### config.mk
export PLATFORM = sky130hd
export DESIGN_NAME = rdyacpt_burst_src
export DESIGN_NICKNAME = d
export VERILOG_FILES = /design/src/rtl/rdyacpt_burst_src.sv
export SDC_FILE = /design/constraint.sdc
export NUM_CORES = 1
export LEC_CHECK = 0
export ABC_AREA = 1
export BUFFER_PORTS_ARGS = -buffer_cell sky130_fd_sc_hd__buf_2
export CAP_MARGIN = 20
export CORE_UTILIZATION = 50
export DETAILED_ROUTE_END_ITERATION = 10
export HOLD_SLACK_MARGIN = 0.03
export PLACE_DENSITY_LB_ADDON = 0.08
export SYNTH_ARGS = -nofsm -noshare
export SYNTH_HDL_FRONTEND = slang
export SYNTH_SLANG_ARGS = --single-unit
### constraint.sdc
create_clock -name clk -period 1.6 [get_ports clk]
set_clock_uncertainty 0.1 [all_clocks]
set_input_delay 0.32 -clock clk [delete_from_list [all_inputs] [get_ports clk]]
set_output_delay 0.32 -clock clk [all_outputs]
set_load 0.01 [all_outputs]
### src/rtl/rdyacpt_burst_src.sv
// -----------------------------------------------------------------------------
// rdyacpt_burst_src
//
// Burst word source with a rdy/acpt handshake.
// A start command taken in IDLE loads a first data word, a word count and an
// inter-word gap. The block then presents count words, each one greater than
// the previous (wrapping modulo 2^WIDTH). After each accepted word except the
// last it idles for gap cycles. A one-cycle done pulse marks the end of the
// burst.
//
// Ports
//   clk              sole clock, rising edge
//   reset_n          asynchronous active-low reset
//   start            command strobe, only looked at in IDLE
//   start_data       first word of the burst
//   count            number of words in the burst (0 = empty burst)
//   gap              idle cycles between consecutive words
//   busy             high in SEND and GAP
//   done             one-cycle pulse when a burst completes
//   downstream_rdy   current word valid
//   downstream_acpt  consumer takes the current word
//   downstream_data  current word
//
// All outputs come straight from flops, so there is no combinational path
// from downstream_acpt to any output.
// -----------------------------------------------------------------------------
module rdyacpt_burst_src #(
    parameter int WIDTH = 8,
    parameter int CNT_W = 8,
    parameter int GAP_W = 4
) (
    input  logic             clk,
    input  logic             reset_n,
    input  logic             start,
    input  logic [WIDTH-1:0] start_data,
    input  logic [CNT_W-1:0] count,
    input  logic [GAP_W-1:0] gap,
    output logic             busy,
    output logic             done,
    output logic             downstream_rdy,
    input  logic             downstream_acpt,
    output logic [WIDTH-1:0] downstream_data
);

    typedef enum logic [1:0] {
        IDLE = 2'd0,
        SEND = 2'd1,
        GAP  = 2'd2,
        DONE = 2'd3
    } state_t;

    state_t           state;
    state_t           state_nxt;
    logic [CNT_W-1:0] remaining;   // words still to transfer, including the current one
    logic [GAP_W-1:0] gap_lat;     // gap length captured at start
    logic [GAP_W-1:0] gap_cnt;     // idle cycles left in the current GAP
    logic             xfer;

    assign xfer = downstream_rdy & downstream_acpt;

    // Next-state logic. In SEND downstream_rdy is always high, so a transfer
    // reduces to downstream_acpt being high.
    always_comb begin
        // NOTE: default first so every path assigns state_nxt; no latch is inferred.
        state_nxt = state;
        case (state)
            IDLE: begin
                if (start) begin
                    state_nxt = (count == '0) ? DONE : SEND;
                end
            end
            SEND: begin
                if (xfer) begin
                    if (remaining == CNT_W'(1)) begin
                        state_nxt = DONE;
                    end else if (gap_lat == '0) begin
                        state_nxt = SEND;
                    end else begin
                        state_nxt = GAP;
                    end
                end
            end
            GAP: begin
                // gap_cnt was loaded with G (> 0); leaving on 1 gives exactly G cycles.
                if (gap_cnt == GAP_W'(1)) begin
                    state_nxt = SEND;
                end
            end
            DONE:    state_nxt = IDLE;
            default: state_nxt = IDLE;
        endcase
    end

    // State register. Output flags are decoded from the next state so that
    // they are registered and line up with the state they describe.
    always_ff @(posedge clk or negedge reset_n) begin
        if (!reset_n) begin
            // NOTE: non-blocking assignments for all flops, so every block sees pre-edge values.
            state          <= IDLE;
            downstream_rdy <= 1'b0;
            busy           <= 1'b0;
            done           <= 1'b0;
        end else begin
            state          <= state_nxt;
            downstream_rdy <= (state_nxt == SEND);
            busy           <= (state_nxt == SEND) || (state_nxt == GAP);
            done           <= (state_nxt == DONE);
        end
    end

    // Datapath: burst parameters, word counter, gap counter and output word.
    always_ff @(posedge clk or negedge reset_n) begin
        if (!reset_n) begin
            remaining       <= '0;
            gap_lat         <= '0;
            gap_cnt         <= '0;
            downstream_data <= '0;
        end else begin
            case (state)
                IDLE: begin
                    if (start && (count != '0)) begin
                        remaining       <= count;
                        gap_lat         <= gap;
                        downstream_data <= start_data;
                    end
                end
                SEND: begin
                    if (xfer) begin
                        remaining <= remaining - CNT_W'(1);
                        // Advance only when another word follows. The next word
                        // is prepared while rdy is low (GAP) or shown directly
                        // on the next cycle (gap 0).
                        if (remaining != CNT_W'(1)) begin
                            downstream_data <= downstream_data + WIDTH'(1);
                        end
                        if (state_nxt == GAP) begin
                            gap_cnt <= gap_lat;
                        end
                    end
                end
                GAP: begin
                    gap_cnt <= gap_cnt - GAP_W'(1);
                end
                default: begin
                end
            endcase
        end
    end

endmodule

==> summary.md, run 1 <==
| Metric | Value |
|---|---|
| Status | finished, violations left |
| Failing checks | setup timing |
| Pwr dens | 1940 mW/mm^2 |
| Worst-path clk slew | 0.09 ns |
| Die area | 0.00391 mm^2 |
| Clk_lat worst skew | 0.32 ns |
| WL final | 4630 um |
| Number of placement rows | 21 |
| Tcrit/Tclk final | 108% |
| Number of antenna violations at the first check in global routing | 0 |
| CP max FO | 5 |
| Syn Area/Cell | 7.10 um^2 |
| Yosys cell types | 27 |
| Placed wire-length estimate | 2960 um |
| Mapped Area | 0.00183 mm^2 |
| Final Non-Filler Cells | 378 |
| Post-synthesis register bit count | 29 |
| Placed Cells incl. Taps | 357 |
| Core footprint | 0.00342 mm^2 |
| DRT iter0 DRCs | 211 |
| First-pass GRT wire length | 7470 um |
| WHS Path Cells | 3 |
| Number of global-route vias before repair | 1,714 |
| Commonest cells after routing, fill and taps aside | 93 x nand2_1, 34 x buf_2, 34 x buf_4 |
| Final net count | 364 |
| Leakage Power | 0.00134 uW |
| Hold EP | gap_lat[2] |
| Max Clock Freq | 578 MHz |
| Worst hold path class | in -> reg |
| Gpl congestion | 0.855 |
| Required @ worst endpoint | 1.71 ns |
| Die height | 62.5 um |
| DRC viols | 0 |
| Port Buffers | 34 |
| Clock buffer depth | 2 |
| N_diodes | 0 |
| CTS sink cnt | 29 |
| Avg WL per Cell | 12.2 um |
| Initial core utilization | 53.6% |
| Pins Over Slew Limit | 0 |
| CTS tree | yes |
| Cts bufs inserted | 5 |
| R2R depth | 10 |
| Total GRT Usage | 24.7% |
| Worst rel slew slack | 75.1% |
| YS warnings | 0 |
| Share of the synthesized area in the top cell type | 39.6% |
| GRT Residual Overflow | 0 |
| RR Endpoint | gap_cnt[3] |
| Final ANT Viol Nets | 0 |
| Most common cell after layout, fill and taps aside | nand2_1 |
| Register-to-register setup slack | -0.13 ns |
| Final Hold Vio Count | 0 |
| Slew @ Worst Pin | 0.374 ns |
| Critical path endpoint category | flip-flop |
| Vias per cell | 5.05 |
| Largest net degree at the start of global routing | 30 |
| Min-delay src | gap[2] |
| RSZ-0062 raised after global routing | yes |
| Setup violators final | 5 |
| Setup TNS | -0.509 ns |
| Die W | 62.5 um |
| Post-Synthesis Cells | 258 |
| Synth top area cells | dfrtp_1 40%, nand2_1 20%, nand3_1 6.8% |
| Peak VDD IR | 1.20 mV |
| Critical Path Source Type | flip-flop |
| Seq/Total Area, Yosys | 39.6% |
| Cell taking the most area after synthesis | dfrtp_1 |
| Clk root buf | clkbuf_4 |
| Pre-antenna DRT Iters | 5 |
| H-tree depth | 2 |
| Syn_nets | 290 |
| Minimum clock period | 1.73 ns |
| PnR worst setup slack | -0.131 ns |
| WP data arrival | 1.84 ns |
| MaxCap Viol Count | 0 |
| Io pins | 35 |
| Layout cells sized above 1 | 34.0% |
| Worst r2r src | remaining[2] |
| Crit path kind | reg -> reg |
| Fillers | 276 |
| Via count | 1,910 |
| Syn-to-layout area delta | 38.8% |
## worst max path at each step
stage / cells past startpoint / to / start
final: 10 / gap_cnt[3] / remaining[2]
after global routing: 10 / gap_cnt[3] / remaining[2]
after CTS: 11 / gap_cnt[3] / remaining[1]
after global placement: 10 / gap_cnt[3] / remaining[2]
after detailed placement: 9 / gap_cnt[0] / remaining[2]
after floorplan: 10 / gap_cnt[3] / gap_cnt[1]
## timing repair
item | in CTS | in global routing
hold buffers | 1 | 0
setup buffers | 3 | 9
setup endpoints to repair | 7 | 20
gates resized for setup | 18 | 26
cloned | 0 | 1
pin swaps | 7 | 11
endpoints found under the hold margin | 29 | 0
## worst max-delay path: stages, from the launching register on
cell and delay (ns):
dfrtp_1 0.41, nor2_2 0.17, nand2_2 0.10, nor2_4 0.10
nand3b_1 0.14, nand3_2 0.12, ha_4 0.18, nand2_4 0.08
nand2_4 0.07, nor2_4 0.11, a21oi_2 0.04
## cells in the mapped netlist, drive strengths merged
cell / count
nand2: 101
dfrtp: 29
inv: 27
nand3: 25
nor2: 25
o21ai: 18
ha: 8
a21oi: 6
buf: 4
nand4: 4
o21bai: 3
nand3b: 2
a32oi: 1
clkbuf: 1
nor3: 1
o221ai: 1
or2: 1
xnor2: 1
## area by class of cell
type | count | area (um^2) | share of cell area (%)
clock inverters | 2 | 35.0 | 1.38
multi-input cells | 198 | 1120 | 44.1
inverters | 27 | 106 | 4.18
repair buffers | 71 | 458 | 18.0
well taps | 46 | 57.6 | 2.26
flip-flops and latches | 29 | 727 | 28.6
clock buffers | 5 | 37.5 | 1.48
## sequential cells by signal (all words and copies together), names as in the netlist
| name | count |
|---|---|
| state | 2 |
| gap_cnt | 4 |
| done | 1 |
| gap_lat | 4 |
| busy | 1 |
| downstream_data | 8 |
| downstream_rdy | 1 |
| remaining | 8 |
## cell families (layout without fill, tap and decap cells)
group,count (synthesis),after routing,synth area share (%)
flip-flops,29,29,39.6
buffers and inverters,32,105,8.20
AND/OR/NAND/NOR,159,160,37.1
AO/OA/AOI/OAI,29,29,9.15
adder cells (fa/ha/maj),8,8,5.46
XOR/XNOR,1,1,0.478
## metal layers
metal  up-vias  track usage [%]  part of all wire (%)
met1       867             31.3                    45
met3         7             7.30                   6.2
li1        969                -                     -
met5         -                0                     0
met2        67             40.5                    48
met4         0             7.56                  0.99
## per-stage QoR
step / hold slack, ns / total power [uW] / util (%) / setup slack, ns / instance area, um^2
3_5_place_dp: 0.250 / 3720 / 64.5 / -0.160 / 2200
4_1_cts: 0.131 / 4480 / 69.4 / -0.0790 / 2370
6_report: 0.147 / 4920 / 74.4 / -0.131 / 2540
3_3_place_gp: 0.250 / 3680 / 64.5 / -0.0910 / 2200
5_1_grt: 0.157 / 5370 / 74.4 / -0.203 / 2540
2_1_floorplan: -0.0756 / 2940 / - / 0.000937 / 1840
## report_power, final
group	switching (uW)	internal, uW	leakage [uW]
logic	1690	1300	0.000951
registers	288	1090	0.000352
clock network	247	318	0.0000410
No activity file was read; power rests on OpenSTA's default activity.
==> inputs of run 2 (changes only) <==
--- a/config.mk
+++ b/config.mk
@@ -11,7 +11,7 @@
 export CORE_UTILIZATION = 50
 export DETAILED_ROUTE_END_ITERATION = 10
 export HOLD_SLACK_MARGIN = 0.03
-export PLACE_DENSITY_LB_ADDON = 0.08
+export PLACE_DENSITY = 0.76
 export SYNTH_ARGS = -nofsm -noshare
 export SYNTH_HDL_FRONTEND = slang
 export SYNTH_SLANG_ARGS = --single-unit
==> run 2 against run 1 <==
  * The run still ends with setup timing left
  * Hold slack lost 0.0098 ns
  * Routed wire length grew 0.32%
  * Via count shrank 0.68%
  * Power shrank 4.9%
  * Clock power shrank 27%
  * Critical endpoint unchanged
==> summary.md, run 2 (synthesis gave the netlist of run 1 again) <==
| Metric | Value |
|---|---|
| WL met3 | 197 um (-31%) |
| Number of placement rows | 21 (unchanged) |
| Critical path endpoint category | flip-flop |
| PnR worst setup slack | -0.0788 ns (+0.0526 ns) |
| Setup slack at placement | -0.150 ns (+0.0104 ns) |
| N_diodes | 0 (unchanged) |
| MaxCap Viol Count | 0 (unchanged) |
| Worst-path cell chain | inv_2 > ha_4 > nand2_4 > nor2_4 > nand3b_1 > nand3_2 > ha_4 > nand2_4 > nand2_4 > nor2_2 > a21oi_1 |
| Setup violators final | 6 (+1) |
| Largest net degree at the start of global routing | 30 (unchanged) |
| Initial core utilization | 53.6% (unchanged) |
| First-pass GRT wire length | 7650 um (+2.4%) |
| Gpl congestion | 0.814 (-4.7%) |
| Placed Cells incl. Taps | 358 (+0.28%) |
| GRT Residual Overflow | 0 (unchanged) |
| Final net count | 358 (-1.6%) |
| Cts bufs inserted | 5 (unchanged) |
| Clock buffer depth | 2 (unchanged) |
| Pre-antenna DRT Iters | 5 (unchanged) |
| Max Clock Freq | 596 MHz (+3.1%) |
| Pwr dens | 1900 mW/mm^2 (-1.8%) |
| Number of global-route vias before repair | 1,780 (+3.9%) |
| Total GRT Usage | 24.6% (-0.15 points) |
| Via count | 1,897 (-0.68%) |
| Reg area | 727 um^2 (unchanged) |
| Critical Path Source Type | flip-flop |
| Io pins | 35 (unchanged) |
| Final ANT Viol Nets | 0 (unchanged) |
| Crit path kind | reg -> reg |
| Worst-path clk slew | 0.09 ns (about the same) |
| Leakage Power | 0.00132 uW (-2.0%) |
| WL final | 4640 um (+0.32%) |
| H-tree depth | 2 (unchanged) |
| Die height | 62.5 um (unchanged) |
| Core Util, Final | 72.1% (-2.4 points) |
| Syn-to-layout area delta | 34.4% |
| Number of antenna violations at the first check in global routing | 0 (unchanged) |
| Minimum clock period | 1.68 ns (-0.0526 ns) |
| Commonest cells after routing, fill and taps aside | 94 x nand2_1, 34 x buf_2, 28 x dfrtp_1 |
| Failing checks | setup timing |
| Vias per cell | 5.09 (+0.65%) |
| Layout cells sized above 1 | 31.5% (-2.5 points) |
| Met2 WL | 2280 um (+3.8%) |
| Most common cell after layout, fill and taps aside | nand2_1 |
| Highest metal used | met4 |
| Status | finished, violations left |
| Peak VDD IR | 0.943 mV (-21%) |
| Die W | 62.5 um (unchanged) |
| Worst hold path class | in -> reg |
| Core footprint | 0.00342 mm^2 (unchanged) |
| Slew @ Worst Pin | 0.430 ns (+0.0564 ns) |
| Fillers | 276 (unchanged) |
| DRT iter0 DRCs | 114 (-46%) |
| Pins Over Slew Limit | 0 (unchanged) |
| CP max FO | 5 (unchanged) |
| Required @ worst endpoint | 1.71 ns (about the same) |
| Clk root buf | clkbuf_4 |
| Routed met1 length | 2070 um (-0.91%) |
| DRC viols | 0 (unchanged) |
| Placed wire-length estimate | 3050 um (+3.1%) |
| Final Non-Filler Cells | 373 (-1.3%) |
| CP Buf/Inv Count | 1 (+1) |
| Crit path top cell by count | nand2_4 |
| Avg WL per Cell | 12.4 um (+1.7%) |
| Max incr delay on CP | 0.39 ns (-0.02 ns) |
| Tcrit/Tclk final | 105% (-3.3 points) |
| Die area | 0.00391 mm^2 (unchanged) |
| CTS tree | yes |
| Slowest CP cell | dfrtp_1 |
| Clk_lat worst skew | 0.32 ns (about the same) |
| CTS sink cnt | 29 (unchanged) |
| CP delay by family, top | simple AND/OR/NAND/NOR gates |
| Area of the multi-input gates | 0.00108 mm^2 (-3.5%) |
| Port Buffers | 34 (unchanged) |
| WP data arrival | 1.79 ns (-0.05 ns) |
| Worst rel slew slack | 71.3% (-3.8 points) |
| Biggest regs | downstream_data x8, remaining x8 |
| RSZ-0062 raised after global routing | yes |
| Final Hold Vio Count | 0 (unchanged) |
run 2: final cells by class:
class                   count  area share (%)
well taps                  46            2.34
clock buffers               6            1.68
multi-input cells         198            44.0
flip-flops and latches     29            29.5
clock inverters             2           0.407
inverters                  27            4.22
repair buffers             65            17.8
run 2: repair_timing:
action,CTS,global route
endpoints found under the hold margin,29,0
pin swaps,8,4
gates resized for setup,15,17
setup buffers,3,1
cloned,0,2
hold buffers,1,0
setup endpoints to repair,11,20
run 2: path summary, 6_finish.rpt:
kind | from | cells past startpoint | slack, ns | end
worst max-delay path | remaining[1] | 11 | -0.08 | gap_cnt[3]
worst min-delay path | gap[0] | 3 | 0.14 | gap_lat[0]
worst max register to register | remaining[1] | 11 | -0.08 | gap_cnt[3]
worst min register to register | remaining[7] | 2 | 0.44 | remaining[7]
max in group asynchronous | reset_n | 3 | 0.68 | state[0]
min in group asynchronous | reset_n | 3 | 0.43 | gap_cnt[2]
run 2: metrics by stage:
| stage | total power [uW] | instance area [um^2] | setup TNS, ns | hold slack (ns) |
|---|---|---|---|---|
| after floorplan | 2940 | 1840 | 0 | -0.0756 |
| after global placement | 3690 | 2210 | -0.240 | 0.250 |
| after detailed placement | 3780 | 2210 | -0.635 | 0.252 |
| after CTS | 4340 | 2360 | -0.231 | 0.134 |
| after global routing | 5130 | 2460 | -1.27 | 0.156 |
| final | 4680 | 2460 | -0.326 | 0.137 |
run 2: metal layers:
| metal | GRT usage (%) | vias up |
|---|---|---|
| met3 | 4.20 | 11 |
| met1 | 31.5 | 879 |
| met5 | 0 | - |
| li1 | - | 963 |
| met2 | 41.0 | 44 |
| met4 | 9.59 | 0 |
run 2: power breakdown:
group	internal, uW	leakage (uW)	switching, uW
combinational	1270	0.000933	1640
sequential	1090	0.000352	278
clock	167	0.0000320	245
run 2: worst register-to-register path: cells and delay by family (launching register included):
family	cells	cell delay, ns
and+or+nand+nor	7	0.66
DFF	1	0.39
adders and majority gates	2	0.32
buffers and inverters	1	0.08
AOI/OAI and AO/OA	1	0.04
